--- src/rtl/sysahb_interconnect.sv ---
// Single-master AHB-Lite decoder/mux with built-in ERROR default slave and stall watchdog.
// Latency: combinational decode and data mux, zero added wait states for mapped slaves.
// Backpressure: bus HREADY follows the selected slave; default slave and watchdog abort insert one ERROR wait.
module sysahb_interconnect #(
  parameter int                         NUM_SLAVES     = 4,
  parameter logic [32*NUM_SLAVES-1:0]   ADDR_BASE      = {NUM_SLAVES{32'h0}},
  parameter logic [32*NUM_SLAVES-1:0]   ADDR_MASK      = {NUM_SLAVES{32'hFFFF_FFFF}},
  parameter int                         TIMEOUT_CYCLES = 64
) (
  input  logic                       sys_clk,
  input  logic                       sys_rst,
  input  logic [31:0]                sysahb_haddr,
  input  logic [1:0]                 sysahb_htrans,
  output logic                       sysahb_hready,
  output logic                       sysahb_hresp,
  output logic [31:0]                sysahb_hrdata,
  output logic [NUM_SLAVES-1:0]      hsel_s,
  input  logic [NUM_SLAVES-1:0]      hreadyout_s,
  input  logic [NUM_SLAVES-1:0]      hresp_s,
  input  logic [32*NUM_SLAVES-1:0]   hrdata_s,
  output logic                       timeout_flag,
  output logic [2:0]                 timeout_slave,
  output logic [NUM_SLAVES-1:0]      quarantine,
  input  logic                       timeout_clr
);

  // Data-phase select encoding: 0..7 are slave indices, then the default slave and "nothing".
  localparam logic [3:0] DSEL_DEF  = 4'd8;
  localparam logic [3:0] DSEL_NONE = 4'd9;

  localparam logic [1:0] DEF_IDLE = 2'd0;
  localparam logic [1:0] DEF_ERR1 = 2'd1;
  localparam logic [1:0] DEF_ERR2 = 2'd2;

  localparam bit WDOG_EN = (TIMEOUT_CYCLES > 0);
  localparam int WCNT_W  = WDOG_EN ? $clog2(TIMEOUT_CYCLES + 1) : 1;
  // Abort fires on the stall cycle that would bring the count up to TIMEOUT_CYCLES.
  localparam logic [WCNT_W-1:0] WCNT_LAST = WCNT_W'(WDOG_EN ? TIMEOUT_CYCLES - 1 : 0);

  logic [3:0]            dsel_q, dsel_d;
  logic [1:0]            def_q, def_d;
  logic [WCNT_W-1:0]     wcnt_q, wcnt_d;
  logic [NUM_SLAVES-1:0] quarantine_q, quarantine_d;
  logic                  tflag_q, tflag_d;
  logic [2:0]            tslave_q, tslave_d;

  logic                  any_match;
  logic [2:0]            sel_idx;
  logic                  dsel_slv, slv_rdy, slv_resp;
  logic [31:0]           slv_rdata;
  logic                  stall, abort;

  // HTRANS[0] only distinguishes NONSEQ/SEQ and IDLE/BUSY pairs, which decode identically.
  logic unused_htrans0;
  assign unused_htrans0 = sysahb_htrans[0];

  // Address decode: scan high to low so the lowest matching index ends up selected.
  always_comb begin
    hsel_s    = '0;
    any_match = 1'b0;
    sel_idx   = '0;
    for (int i = NUM_SLAVES - 1; i >= 0; i--) begin
      if (((sysahb_haddr & ADDR_MASK[32*i +: 32]) == ADDR_BASE[32*i +: 32]) && !quarantine_q[i]) begin
        any_match = 1'b1;
        sel_idx   = 3'(i);
        hsel_s    = '0;
        hsel_s[i] = 1'b1;
      end
    end
  end

  // Pick out the response of the slave owning the current data phase.
  always_comb begin
    dsel_slv  = 1'b0;
    slv_rdy   = 1'b1;
    slv_resp  = 1'b0;
    slv_rdata = '0;
    for (int i = 0; i < NUM_SLAVES; i++) begin
      if (dsel_q == 4'(i)) begin
        dsel_slv  = 1'b1;
        slv_rdy   = hreadyout_s[i];
        slv_resp  = hresp_s[i];
        slv_rdata = hrdata_s[32*i +: 32];
      end
    end
  end

  // Bus response mux driven purely from registered state and slave outputs.
  always_comb begin
    sysahb_hready = 1'b1;
    sysahb_hresp  = 1'b0;
    sysahb_hrdata = '0;
    if (dsel_slv) begin
      sysahb_hready = slv_rdy;
      sysahb_hresp  = slv_resp;
      sysahb_hrdata = slv_rdata;
    end else if (dsel_q == DSEL_DEF) begin
      case (def_q)
        DEF_ERR1: begin sysahb_hready = 1'b0; sysahb_hresp = 1'b1; end
        DEF_ERR2: begin sysahb_hready = 1'b1; sysahb_hresp = 1'b1; end
        default:  begin sysahb_hready = 1'b1; sysahb_hresp = 1'b0; end
      endcase
    end
  end

  assign stall = dsel_slv && !slv_rdy;
  assign abort = WDOG_EN && stall && (wcnt_q == WCNT_LAST);

  // Next-state: data-phase select, default-slave FSM, watchdog and quarantine bookkeeping.
  always_comb begin
    dsel_d = dsel_q;
    if (abort) begin
      // Hand the stuck data phase to the default slave so it terminates with ERROR.
      dsel_d = DSEL_DEF;
    end else if (sysahb_hready) begin
      if (any_match)              dsel_d = {1'b0, sel_idx};
      else if (sysahb_htrans[1])  dsel_d = DSEL_DEF;
      else                        dsel_d = DSEL_NONE;
    end

    if (abort)                                                    def_d = DEF_ERR1;
    else if (sysahb_hready && !any_match && sysahb_htrans[1])     def_d = DEF_ERR1;
    else if (def_q == DEF_ERR1)                                   def_d = DEF_ERR2;
    else                                                          def_d = DEF_IDLE;

    wcnt_d = wcnt_q;
    if (sysahb_hready)          wcnt_d = '0;
    else if (stall && WDOG_EN)  wcnt_d = wcnt_q + 1'b1;

    // A quarantined slave is released as soon as it reports ready again.
    quarantine_d = quarantine_q & ~hreadyout_s;
    for (int i = 0; i < NUM_SLAVES; i++) begin
      if (abort && (dsel_q == 4'(i))) quarantine_d[i] = 1'b1;
    end

    // An abort beats a simultaneous clear so no timeout event is lost.
    tflag_d  = abort ? 1'b1 : (timeout_clr ? 1'b0 : tflag_q);
    tslave_d = abort ? dsel_q[2:0] : tslave_q;
  end

  // State registers with synchronous reset; reset abandons any data phase in flight.
  always_ff @(posedge sys_clk) begin
    if (sys_rst) begin
      dsel_q       <= DSEL_NONE;
      def_q        <= DEF_IDLE;
      wcnt_q       <= '0;
      quarantine_q <= '0;
      tflag_q      <= 1'b0;
      tslave_q     <= '0;
    end else begin
      dsel_q       <= dsel_d;
      def_q        <= def_d;
      wcnt_q       <= wcnt_d;
      quarantine_q <= quarantine_d;
      tflag_q      <= tflag_d;
      tslave_q     <= tslave_d;
    end
  end

  assign quarantine    = quarantine_q;
  assign timeout_flag  = tflag_q;
  assign timeout_slave = tslave_q;

endmodule

--- config.mk ---
export PLATFORM = sky130hd
export DESIGN_NAME = sysahb_interconnect
export DESIGN_NICKNAME = d
export VERILOG_FILES = /design/src/rtl/sysahb_interconnect.sv
export SDC_FILE = /design/constraint.sdc
export NUM_CORES = 1
export LEC_CHECK = 0
export BUFFER_PORTS_ARGS = -buffer_cell sky130_fd_sc_hd__buf_2
export CAP_MARGIN = 20
export CORE_UTILIZATION = 25
export CTS_BUF_LIST = sky130_fd_sc_hd__clkbuf_8
export CTS_CLUSTER_SIZE = 8
export DETAILED_ROUTE_END_ITERATION = 7
export HOLD_SLACK_MARGIN = 0.15
export SETUP_SLACK_MARGIN = 0.2
export SLEW_MARGIN = 10
export SYNTH_ARGS = -nofsm -noshare
export SYNTH_HDL_FRONTEND = slang
export SYNTH_SLANG_ARGS = --single-unit
--- constraint.sdc ---
create_clock -name sys_clk -period 4.6 [get_ports sys_clk]
set_input_delay 0.23 -clock sys_clk [delete_from_list [all_inputs] [get_ports sys_clk]]
set_output_delay 0.23 -clock sys_clk [all_outputs]
set_load 0.005 [all_outputs]
Yosys cells after proc, flatten, opt, wreduce, memory -nomap -nowiden
Index checks and enable logic that the tools add are counted.
Cells by class
  bitwise gates (word level): 2
  multiplexer cells: 48
  equal/unequal tests: 7
  reduce and logical (&&, ||, !) cells: 26
  add/sub/neg operators: 1
Operators by type and width (number)
  $mux W32: 5
  $mux W1: 33
  $logic_not A32 Y1: 1
  $mux W4: 5
  $logic_and A1 B1 Y1: 12
  $eq A4 B2 Y1 const B: 2
  $mux W2: 4
  $add A7 B1 Y7 const B: 1
  $eq A7 B6 Y1 const B: 1
  $logic_not A1 Y1: 6
  $reduce_or A2 Y1: 3
  $and A4 B4 Y4: 1
  $eq A4 B1 Y1 const B: 1
  $eq A4 B4 Y1 const B: 1
  $logic_not A4 Y1: 1
  $not A4 Y4: 1
  $reduce_bool A2 Y1: 2
  $mux W3: 1
  $reduce_or A3 Y1: 1
  $eq A2 B1 Y1 const B: 1
  $eq A2 B2 Y1 const B: 1
Storage, ports and cells
  flip-flop bits (word level): 21
  input bits: 173
  logic and storage cells: 92
  output and inout port bits: 46

Longest topological paths before layout
Gate-level depths: netlist of run 1.
  depth after elaboration: 11
  mapped depth: 7
  mapped depth without buffers: 6

Least setup slack after synthesis of run 1
Ideal clock, no wire load.
  path kind: register to output
  from: reg dsel_q[1]
  to: out sysahb_hrdata[10]
  arrival time: 1.525 ns
  slack: 2.845 ns
  data required time: 4.370 ns
  stages on the path, launching flop included: 5
  path buffers: 2
  cells stage by stage: dfxtp_1 -> buf_1 -> clkbuf_1 -> mux4_2 -> and2_1
Between the ends
  cells in the longest elaborated chain, start to end: 6
  elaborated cells between the ends (all ways): 13
  those cells by class: eq/ne: 3; mux: 9; reduce/logical: 1
RTL lines
  from (decl): RTL line 40  | logic [3:0] dsel_q, dsel_d;
  from (signal assigned): RTL line 151  | dsel_q <= dsel_d;
  $logic_not A4 Y1: RTL line 79  | if (dsel_q == 4'(i)) begin
  $mux W32 or $mux W1 (tied branches) (4 in a row): RTL line 79
  $mux W32 *: RTL line 93  | if (dsel_slv) begin
  to (decl): RTL line 16  | output logic [31:0] sysahb_hrdata,
Mark *: on every way between the ends. The rest lies on a longest branch, timed or not.

Final worst setup path of run 1
  from: reg dsel_q[0]
  to: out sysahb_hrdata[23]
Same word-level chain as after synthesis.

==> results.json, run 1 <==
{
  "syn_avg_cell_area_um2": 10.0,
  "synth_edf_count": 0,
  "power_frac_comb_pct": 31.7,
  "hold_buffers": 0,
  "crit_buf_inv": 2,
  "hold_viol": 0,
  "root_buffer": "clkbuf_8",
  "required_ns": 4.37,
  "slowest_delay_ns": 0.78,
  "grt_max_degree": 41,
  "switching_share_pct": 24.3,
  "layout_common_cells": "buf_2, mux4_2, and2_1, dfxtp_1, nor2_1",
  "grtUsageMet3_pct": 2.35,
  "first_pass_iters": 4,
  "numPortBuffers": 216,
  "synth-compound-area-share_pct": 7.11,
  "maxSlewHeadroom_pct": 36.9,
  "seq_power_share_pct": 40.3,
  "cts_made_buffers": 3,
  "clock-sinks": 19,
  "ys.flop_type": "dfxtp_1",
  "synthArstFlopShare_pct": 0,
  "use_met2_pct": 32.2,
  "yosysWarnings": 0,
  "antenna_cells": 0,
  "first_iter_violations": 61,
  "netlist_instances": 198,
  "die_area_mm2": 0.00831,
  "max-clock-path-buffers": 2,
  "synth.area.mux_share_pct": 38.3,
  "max_freq_ghz": 0.382,
  "setup_viol": 0,
  "cap_violations": 0,
  "arrival_ns": 2.39,
  "ys_ff_latch": 19,
  "leakage_nw": 1.59,
  "row_count": 32,
  "layout_commonest_cell": "buf_2",
  "coreArea_mm2": 0.00773,
  "grt_usage_pct": 16.8,
  "cts_tree": "yes",
  "die_x_um": 91.2,
  "cts_resized": 0,
  "fin_crit_sh_pct": 57.0,
  "slew_violations": 0,
  "rsz0062_at_grt": "false",
  "grt_pass1_wl_mm": 11.3,
  "cp_top_family": "flip-flops",
  "htreeDepth": 1,
  "status": "complete, no violations",
  "initial_core_util_pct": 25.7,
  "placed_cell_area_mm2": 0.00313,
  "place.gp.congestion": 0.793,
  "wirelength_mm": 7.13,
  "finalSetupTns_ns": 0,
  "die_y_um": 91.2,
  "path_class": "flop to primary output",
  "synth-simple-area-share_pct": 27.2,
  "clkLatencyLatePin_ns": 0.26,
  "seq_area_frac_synth_pct": 19.1,
  "avgViaCountPerCell": 4.83,
  "synth_xor_area_share_pct": 2.20,
  "p_int_mw": 0.323,
  "syn2layout_area_growth_pct": 59.7,
  "via_count": 2433,
  "syn_nets": 373,
  "synth_cell_types": 38,
  "fin_nets": 578,
  "tightest_slew_ns": 0.947,
  "p_sw_mw": 0.103,
  "clock_skew_ns": 0.00270,
  "grt_busiest_layer": "met2",
  "ios": 219,
  "drive_above_1_share_pct": 64.2,
  "worstPathCellList": "buf_4, mux4_2, and2_1, buf_2",
  "clock_power_share_pct": 28.0,
  "clk_pin_slew_ns": 0.07,
  "synth_area_mm2": 0.00199,
  "synth_top_family_by_area": "multiplexers",
  "drtAntennaViolNets": 0,
  "grtUsageMet1_pct": 19.3,
  "max-vdd-ir-drop_uv": 115,
  "remaining_drc_errors": 0,
  "startpoint_type": "flop",
  "post-dp-hpwl_mm": 5.85,
  "antenna_found_initial": 0,
  "hp-class": "input port to flop",
  "worst_path_max_delay_cell": "dfxtp_2",
  "post-cts-setup-buffers": 0,
  "wire_per_inst_um": 14.1,
  "crit_path_end_kind": "primary output",
  "fin_crit_ns": 2.62,
  "path_max_fanout": 25,
  "final_cell_area_mm2": 0.00318,
  "synth_fa_ha_area_share_pct": 1.26,
  "grt_pass1_vias": 2413,
  "p_per_area_mw_per_mm2": 134,
  "grt_overflow": 0
}
## cell families (layout without fill, tap and decap cells)
group                    count (synthesis)  in the layout
flip-flops                              19             19
other                                    1              1
multiplexers                            36             36
XOR/XNOR                                 5              5
AND/OR/NAND/NOR                         92             92
AO/OA/AOI/OAI                           22             22
buffers and inverters                   21            225
adder cells (fa/ha/maj)                  2              2
## metal layers
metal | part of all wire, % | wire length (um) | vias up
li1 | - | - | 1166
met1 | 39 | 2780 | 1136
met2 | 53 | 3750 | 125
met3 | 7.3 | 523 | 6
met4 | 1.0 | 73 | 0
met5 | 0 | 0 | -
## synthesized netlist by cell type (2+ instances only)
cell type	count	area [um2]
nand3_1	3	15.0
nand2b_1	7	43.8
nand4_1	7	43.8
nor4_1	8	50.1
mux2i_1	4	40.0
inv_1	4	15.0
nor3_1	2	10.0
buf_2	5	25.0
nor2_1	13	48.8
a2111o_1	2	22.5
buf_4	2	15.0
ha_1	2	25.0
nand2_1	7	26.3
mux4_2	32	721
xor2_1	4	35.0
nand3b_1	2	15.0
o21ai_0	3	15.0
and2_1	32	200
dfxtp_1	19	380
a21oi_1	12	60.1
and3_1	3	18.8
clkbuf_1	9	33.8
## registers in the layout (all words and copies together), names as in the netlist
name	cells
def_q	2
timeout_flag	1
timeout_slave	2
quarantine	4
dsel_q	3
wcnt_q	7
## worst min-delay path, delay by kind of cell
family	cells	cell delay, ns
AO/OA/AOI/OAI	1	0.06
AND/OR/NAND/NOR	1	0.09
buffers and inverters	1	0.07
## worst paths after layout
path / depth (start not counted) / slack [ns] / startpoint / to
worst min register to register: 2 / 0.46 / timeout_slave[0] / timeout_slave[0]
worst min-delay path: 3 / 0.23 / timeout_clr / timeout_flag
worst max register to register: 5 / 1.99 / dsel_q[1] / quarantine[1]
worst max-delay path: 4 / 1.98 / dsel_q[0] / sysahb_hrdata[23]
## area by class of cell
cell class | count | area [um2]
clock buffer | 3 | 41.3
sequential | 19 | 383
tap | 102 | 128
fill | 795 | 4550
clock inverter | 1 | 5.00
inverter | 4 | 15.0
timing repair buffer | 217 | 1090
multi-input combinational | 158 | 1520
## metrics by stage
| stage | std cells | hold slack (ns) | setup slack (ns) | util [%] | power [mW] |
|---|---|---|---|---|---|
| floorplan | 198 | 0.335 | 2.85 | - | 0.235 |
| global placement | 500 | 0.444 | 2.02 | 40.5 | 0.308 |
| detailed placement | 500 | 0.450 | 1.99 | 40.5 | 0.312 |
| CTS | 504 | 0.229 | 1.88 | 41.1 | 0.431 |
| global route | 504 | 0.243 | 1.72 | 41.1 | 0.450 |
| finish | 504 | 0.232 | 1.98 | 41.1 | 0.426 |
## power groups by stage
stage | Sequential [mW] | Combinational, mW | Clock [mW]
floorplan | 0.170 | 0.0649 | 0
global placement | 0.176 | 0.132 | 0
detailed placement | 0.176 | 0.136 | 0
CTS | 0.172 | 0.137 | 0.122
global route | 0.173 | 0.147 | 0.131
finish | 0.172 | 0.135 | 0.119
Power figures use the tool's default switching activity.
==> inputs of run 2 (changes only) <==
- clock period: 4.6 -> 2.6 ns (I/O delays scaled with it)
==> run 2 against run 1 <==
Via count rose by 2.2%. Setup slack lost 1.4 ns. Clock-buffer cell count unchanged. Critical path depth up 3. First-iteration DRC count up 20%. Clock skew is 0.00055 ns higher. Sequential share of layout area down 0.20 points. Global-route usage down 0.55 points. Sequential power up 72%. Critical path type unchanged. Critical endpoint is now sysahb_hresp. Highest routed layer unchanged.
==> results.json, run 2 (synthesis gave the netlist of run 1 again) <==
{
  "cts_made_buffers": 3,
  "seq_area_um2": 383,
  "syn2layout_area_growth_pct": 62.4,
  "post-cts-setup-buffers": 0,
  "status": "complete, no violations",
  "fin_hold_ws_ns": 0.153,
  "p_int_mw": 0.575,
  "cap_violations": 0,
  "htreeDepth": 1,
  "power_frac_comb_pct": 33.6,
  "drive_above_1_share_pct": 64.0,
  "max_freq_ghz": 0.487,
  "holdPathEnd": "quarantine[1]",
  "wirelength_mm": 7.20,
  "coreArea_mm2": 0.00773,
  "clock-sinks": 19,
  "grt_usage_pct": 16.2,
  "fin_nets": 584,
  "numPortBuffers": 216,
  "path_max_fanout": 38,
  "clkLatencyLatePin_ns": 0.25,
  "clk_pin_slew_ns": 0.07,
  "remaining_drc_errors": 0,
  "startpoint_type": "flop",
  "grt_overflow": 0,
  "initial_core_util_pct": 25.7,
  "finalSetupTns_ns": 0,
  "wire_per_inst_um": 14.1,
  "r2r-end": "dsel_q[0]",
  "die_area_mm2": 0.00831,
  "r2r-start": "dsel_q[1]",
  "whs_path_depth": 3,
  "grt_pass1_wl_mm": 11.1,
  "reg2reg_depth": 5,
  "worst_hold_startpoint": "hreadyout_s[1]",
  "p_sw_mw": 0.179,
  "worst_path_max_delay_cell": "buf_4",
  "clock_power_share_pct": 27.2,
  "p_per_area_mw_per_mm2": 234,
  "switching_share_pct": 23.8,
  "avgViaCountPerCell": 4.87,
  "grt_max_degree": 39,
  "worstPathCellList": "buf_4, mux2i_1, o21ai_0, a21oi_1, nor2_1, a31o_2, buf_2",
  "layout_common_cells": "buf_2, mux4_2, and2_1, dfxtp_1, nor2_1",
  "place.gp.congestion": 0.803,
  "first_pass_iters": 4,
  "antenna_found_initial": 0,
  "largest_reg_flops": 7,
  "ios": 219,
  "max-clock-path-buffers": 2,
  "row_count": 32,
  "max-vdd-ir-drop_uv": 228,
  "fin_ws_ns": 0.546,
  "root_buffer": "clkbuf_8",
  "largest_register": "wcnt_q",
  "arrival_ns": 1.92,
  "path_class": "flop to primary output",
  "die_y_um": 91.2,
  "rsz0062_at_grt": "false",
  "fillers": 798,
  "seq_power_share_pct": 39.2,
  "grt_pass1_vias": 2376,
  "hold_viol": 0,
  "pre_cts_slack_ns": 0.732,
  "cts_tree": "yes",
  "setup_viol": 0,
  "clock_skew_ns": 0.00324,
  "required_ns": 2.47,
  "fin_crit_sh_pct": 79.0,
  "multi_input_area_mm2": 0.00152,
  "fin_crit_ns": 2.05,
  "post-dp-hpwl_mm": 5.97,
  "cts_resized": 0,
  "crit_path_end_kind": "primary output",
  "layout_commonest_cell": "buf_2",
  "die_x_um": 91.2,
  "leakage_nw": 1.62,
  "slew_violations": 0,
  "slowest_delay_ns": 0.43,
  "via_count": 2486,
  "drtAntennaViolNets": 0,
  "antenna_cells": 0,
  "first_iter_violations": 73,
  "reg2reg_slack_ns": 0.69,
  "hp-class": "input port to flop"
}
run 2: layer usage:
metal / vias to the layer above / wire (um) / GRT usage (%) / part of all wire [%]
met3: 4 / 497 / 2.09 / 6.9
met2: 126 / 3900 / 31.7 / 54
met1: 1178 / 2780 / 19.0 / 39
li1: 1178 / - / - / -
met4: 0 / 29 / 2.38 / 0.40
met5: - / 0 / 0 / 0
run 2: critical path, delay by kind of cell, from the launching register on:
kind	cells	cell delay, ns
buf+inv	2	0.55
compound gates	3	0.50
flops	1	0.33
mux	1	0.23
simple gates	1	0.05
run 2: metrics by stage:
step / util [%] / instance area (um2) / power (mW) / std cells
6_report: 41.8 / 3230 / 0.754 / 510
5_1_grt: 41.8 / 3230 / 0.800 / 510
4_1_cts: 41.8 / 3230 / 0.766 / 510
3_5_place_dp: 40.8 / 3150 / 0.554 / 503
3_3_place_gp: 40.8 / 3150 / 0.545 / 503
2_1_floorplan: - / 1990 / 0.415 / 198
run 2: power groups by stage:
stage | clock network, mW | logic, mW | registers [mW]
final | 0.205 | 0.254 | 0.295
after global routing | 0.230 | 0.275 | 0.295
after CTS | 0.214 | 0.257 | 0.295
after detailed placement | 0 | 0.252 | 0.302
after global placement | 0 | 0.243 | 0.302
after floorplan | 0 | 0.115 | 0.300
run 2: worst max-delay path by stage:
| stage | startpoint | to | slack (ns) | cells after the start |
|---|---|---|---|---|
| 6_report | dsel_q[1] | sysahb_hresp | 0.55 | 7 |
| 5_1_grt | dsel_q[1] | sysahb_hresp | 0.37 | 7 |
| 4_1_cts | dsel_q[1] | sysahb_hresp | 0.51 | 7 |
| 3_5_place_dp | dsel_q[0] | dsel_q[0] | 0.73 | 5 |
| 3_3_place_gp | dsel_q[1] | quarantine[1] | 0.73 | 5 |
| 2_1_floorplan | dsel_q[0] | dsel_q[3] | 0.89 | 6 |
run 2: final cells by class:
type	instances	area share, %
clock buffer	3	1.28
clock inverter	1	0.155
inverter	4	0.465
multi-input combinational	158	46.9
sequential	19	11.9
tap	102	3.95
timing repair buffer	223	35.3
run 2: timing repair:
| item | CTS | global route |
|---|---|---|
| setup endpoints to repair | 0 | 0 |
| hold buffers | 3 | 0 |
| hold endpoints to repair | 3 | 0 |
==> inputs of run 3 (changes only) <==
- ABC_AREA: unset -> 1
- clock period: 2.6 -> 2 ns (I/O delays scaled with it)
==> run 3 against run 2 <==
Register-to-register slack got worse by 0.27 ns. Non-clock buffer count rose by 11. Sequential share of layout area about the same. Sequential power increased by 30%. First-iteration DRC count rose by 14%. Global-route usage rose by 2.2 points. Clock-buffer cell count did not move.
==> results.json, run 3 <==
{
  "syn2layout_area_growth_pct": 75.9,
  "largest_register": "wcnt_q",
  "power_mw": 0.889,
  "remaining_drc_errors": 0,
  "seq_area_frac_synth_pct": 20.3,
  "grt_max_degree": 35,
  "antenna_cells": 0,
  "dp.cells": 624,
  "crit_path_end_kind": "primary output",
  "hold_viol": 0,
  "rsz0062_at_grt": "true",
  "seq_power_share_pct": 43.0,
  "htreeDepth": 1,
  "required_ns": 1.90,
  "max_freq_ghz": 0.592,
  "hp-class": "input port to flop",
  "root_buffer": "clkbuf_8",
  "layout.cells.non_filler": 639,
  "layout_commonest_cell": "buf_2",
  "place.gp.congestion": 0.843,
  "use_met2_pct": 35.5,
  "syn_avg_cell_area_um2": 5.92,
  "yosysTopAreaCell": "dfxtp_1",
  "initial_core_util_pct": 25.9,
  "clk_pin_slew_ns": 0.07,
  "synthTopCellsByCount": "nand2_1, a22oi_1, inv_1",
  "drtAntennaViolNets": 0,
  "clock_power_share_pct": 29.5,
  "max-clock-path-buffers": 2,
  "die_x_um": 88.6,
  "grt_pass1_wl_mm": 11.5,
  "synth.most_common_cell": "nand2_1",
  "seq_area_um2": 392,
  "multi_input_area_mm2": 0.00130,
  "wire_per_inst_um": 12.9,
  "fin_crit_ns": 1.69,
  "via_count": 2986,
  "maxSlewHeadroom_pct": 65.2,
  "clock-sinks": 19,
  "arrival_ns": 1.59,
  "ys_ff_latch": 19,
  "yosysTopAreaCellShare_pct": 20.3,
  "fin_ws_ns": 0.310,
  "first_iter_violations": 83,
  "coreArea_mm2": 0.00725,
  "first_pass_iters": 4,
  "clock_skew_ns": 0.00110,
  "slew_violations": 0,
  "yosysWarnings": 0,
  "setup_viol": 0,
  "power_frac_comb_pct": 27.4,
  "pre_cts_slack_ns": 0.204,
  "numPortBuffers": 216,
  "grt_usage_pct": 18.4,
  "die_y_um": 88.6,
  "ys.flop_type": "dfxtp_1",
  "largest_reg_flops": 7,
  "grt_busiest_layer": "met2",
  "avgViaCountPerCell": 4.67,
  "fin_crit_sh_pct": 84.5,
  "tightest_slew_ns": 0.516,
  "fin_nets": 716,
  "antenna_found_initial": 0,
  "finalSetupTns_ns": 0,
  "synth_edf_count": 0,
  "row_count": 31,
  "syn_nets": 492,
  "status": "complete, no violations",
  "synthArstFlopShare_pct": 0,
  "p_per_area_mw_per_mm2": 269,
  "max-vdd-ir-drop_uv": 249,
  "layout_common_cells": "buf_2, nand2_1, a22oi_1, inv_1, nor2_1",
  "synth_area_leaders": "dfxtp_1, a22oi_1, nand2_1",
  "netlist_instances": 317,
  "grtUsageMet1_pct": 20.7,
  "path_max_fanout": 17,
  "p_int_mw": 0.668,
  "synth_cell_types": 32,
  "ios": 219,
  "cts_made_buffers": 3,
  "synth_area_mm2": 0.00188,
  "p_sw_mw": 0.221,
  "wirelength_mm": 8.26,
  "clkLatencyLatePin_ns": 0.25,
  "post-dp-hpwl_mm": 6.77,
  "die_area_mm2": 0.00786,
  "path_class": "flop to primary output",
  "startpoint_type": "flop",
  "fin_util_pct": 45.5,
  "switching_share_pct": 24.9,
  "leakage_nw": 1.98,
  "cap_violations": 0,
  "grt_pass1_vias": 2621,
  "fillers": 777,
  "drive_above_1_share_pct": 47.8,
  "grt_overflow": 0,
  "grtUsageMet3_pct": 2.43,
  "cts_tree": "yes"
}
-- run 3: cell count changes after synthesis, moves of 8 or more --
cell and change:
nor2_1 +18, inv_1 +33, o21ai_0 +19, mux4_2 -32, and2_1 -32, nand2_1 +67
a21oi_1 +16, a22oi_1 +46, nor4_1 -8
-- run 3: final timing paths --
path | slack [ns] | depth (start not counted) | to | from
worst max-delay path | 0.31 | 8 | sysahb_hresp | dsel_q[1]
worst min-delay path | 0.20 | 3 | def_q[0] | sysahb_htrans[1]
worst max register to register | 0.42 | 10 | timeout_slave[0] | dsel_q[1]
worst min register to register | 0.47 | 2 | timeout_slave[0] | timeout_slave[0]
-- run 3: area by class of cell --
class / instances / area share [%]
Clock buffer: 3 / 1.25
Clock inverter: 1 / 0.152
Inverter: 42 / 4.96
Multi-Input combinational cell: 241 / 39.4
Sequential cell: 19 / 11.9
Tap cell: 99 / 3.75
Timing Repair Buffer: 234 / 38.7
-- run 3: power by group through the flow --
stage	Sequential (mW)	Clock, mW	Combinational, mW
4_1_cts	0.384	0.277	0.241
6_report	0.383	0.263	0.244
2_1_floorplan	0.393	0	0.0473
3_3_place_gp	0.394	0	0.225
3_5_place_dp	0.394	0	0.229
5_1_grt	0.383	0.287	0.272
-- run 3: kinds of logic (layout without fill, tap and decap cells) --
logic type | Yosys count | in the layout | share of synthesized area, %
flip-flops | 19 | 19 | 20.3
AO/OA/AOI/OAI | 99 | 99 | 33.1
AND/OR/NAND/NOR | 136 | 136 | 32.0
XOR/XNOR | 3 | 3 | 1.40
adder cells (fa/ha/maj) | 2 | 2 | 1.33
other | 1 | 1 | 0.200
buffers and inverters | 57 | 280 | 11.7
-- run 3: critical path: stages (launching register included) --
cell      delay [ns]
dfxtp_4         0.41
nor2_2          0.06
nand2_1         0.08
inv_2           0.07
buf_12          0.15
a22o_1          0.21
a21oi_2         0.12
o211ai_1        0.09
buf_2           0.14
-- run 3: through the flow --
stage	instance area, um2	hold WS [ns]
after floorplan	1880	0.272
after global routing	3300	0.194
after CTS	3230	0.191
after detailed placement	3070	0.379
after global placement	3070	0.365
final	3300	0.199
-- run 3: what timing repair did --
| action | CTS | global route |
|---|---|---|
| endpoints found under the setup margin | 30 | 19 |
| pin swaps | 1 | 1 |
| gates resized for setup | 8 | 28 |
| buffers inserted | 4 | 0 |
| hold buffers | 6 | 0 |
| hold endpoints to repair | 8 | 0 |
| gates cloned | 0 | 1 |
-- run 3: per-layer routing --
| layer | vias to the layer above | part of all wire [%] | routed length, um |
|---|---|---|---|
| li1 | 1517 | - | - |
| met1 | 1335 | 39 | 3210 |
| met2 | 122 | 53 | 4350 |
| met3 | 12 | 7.2 | 595 |
| met4 | 0 | 1.3 | 110 |
| met5 | - | 0 | 0 |
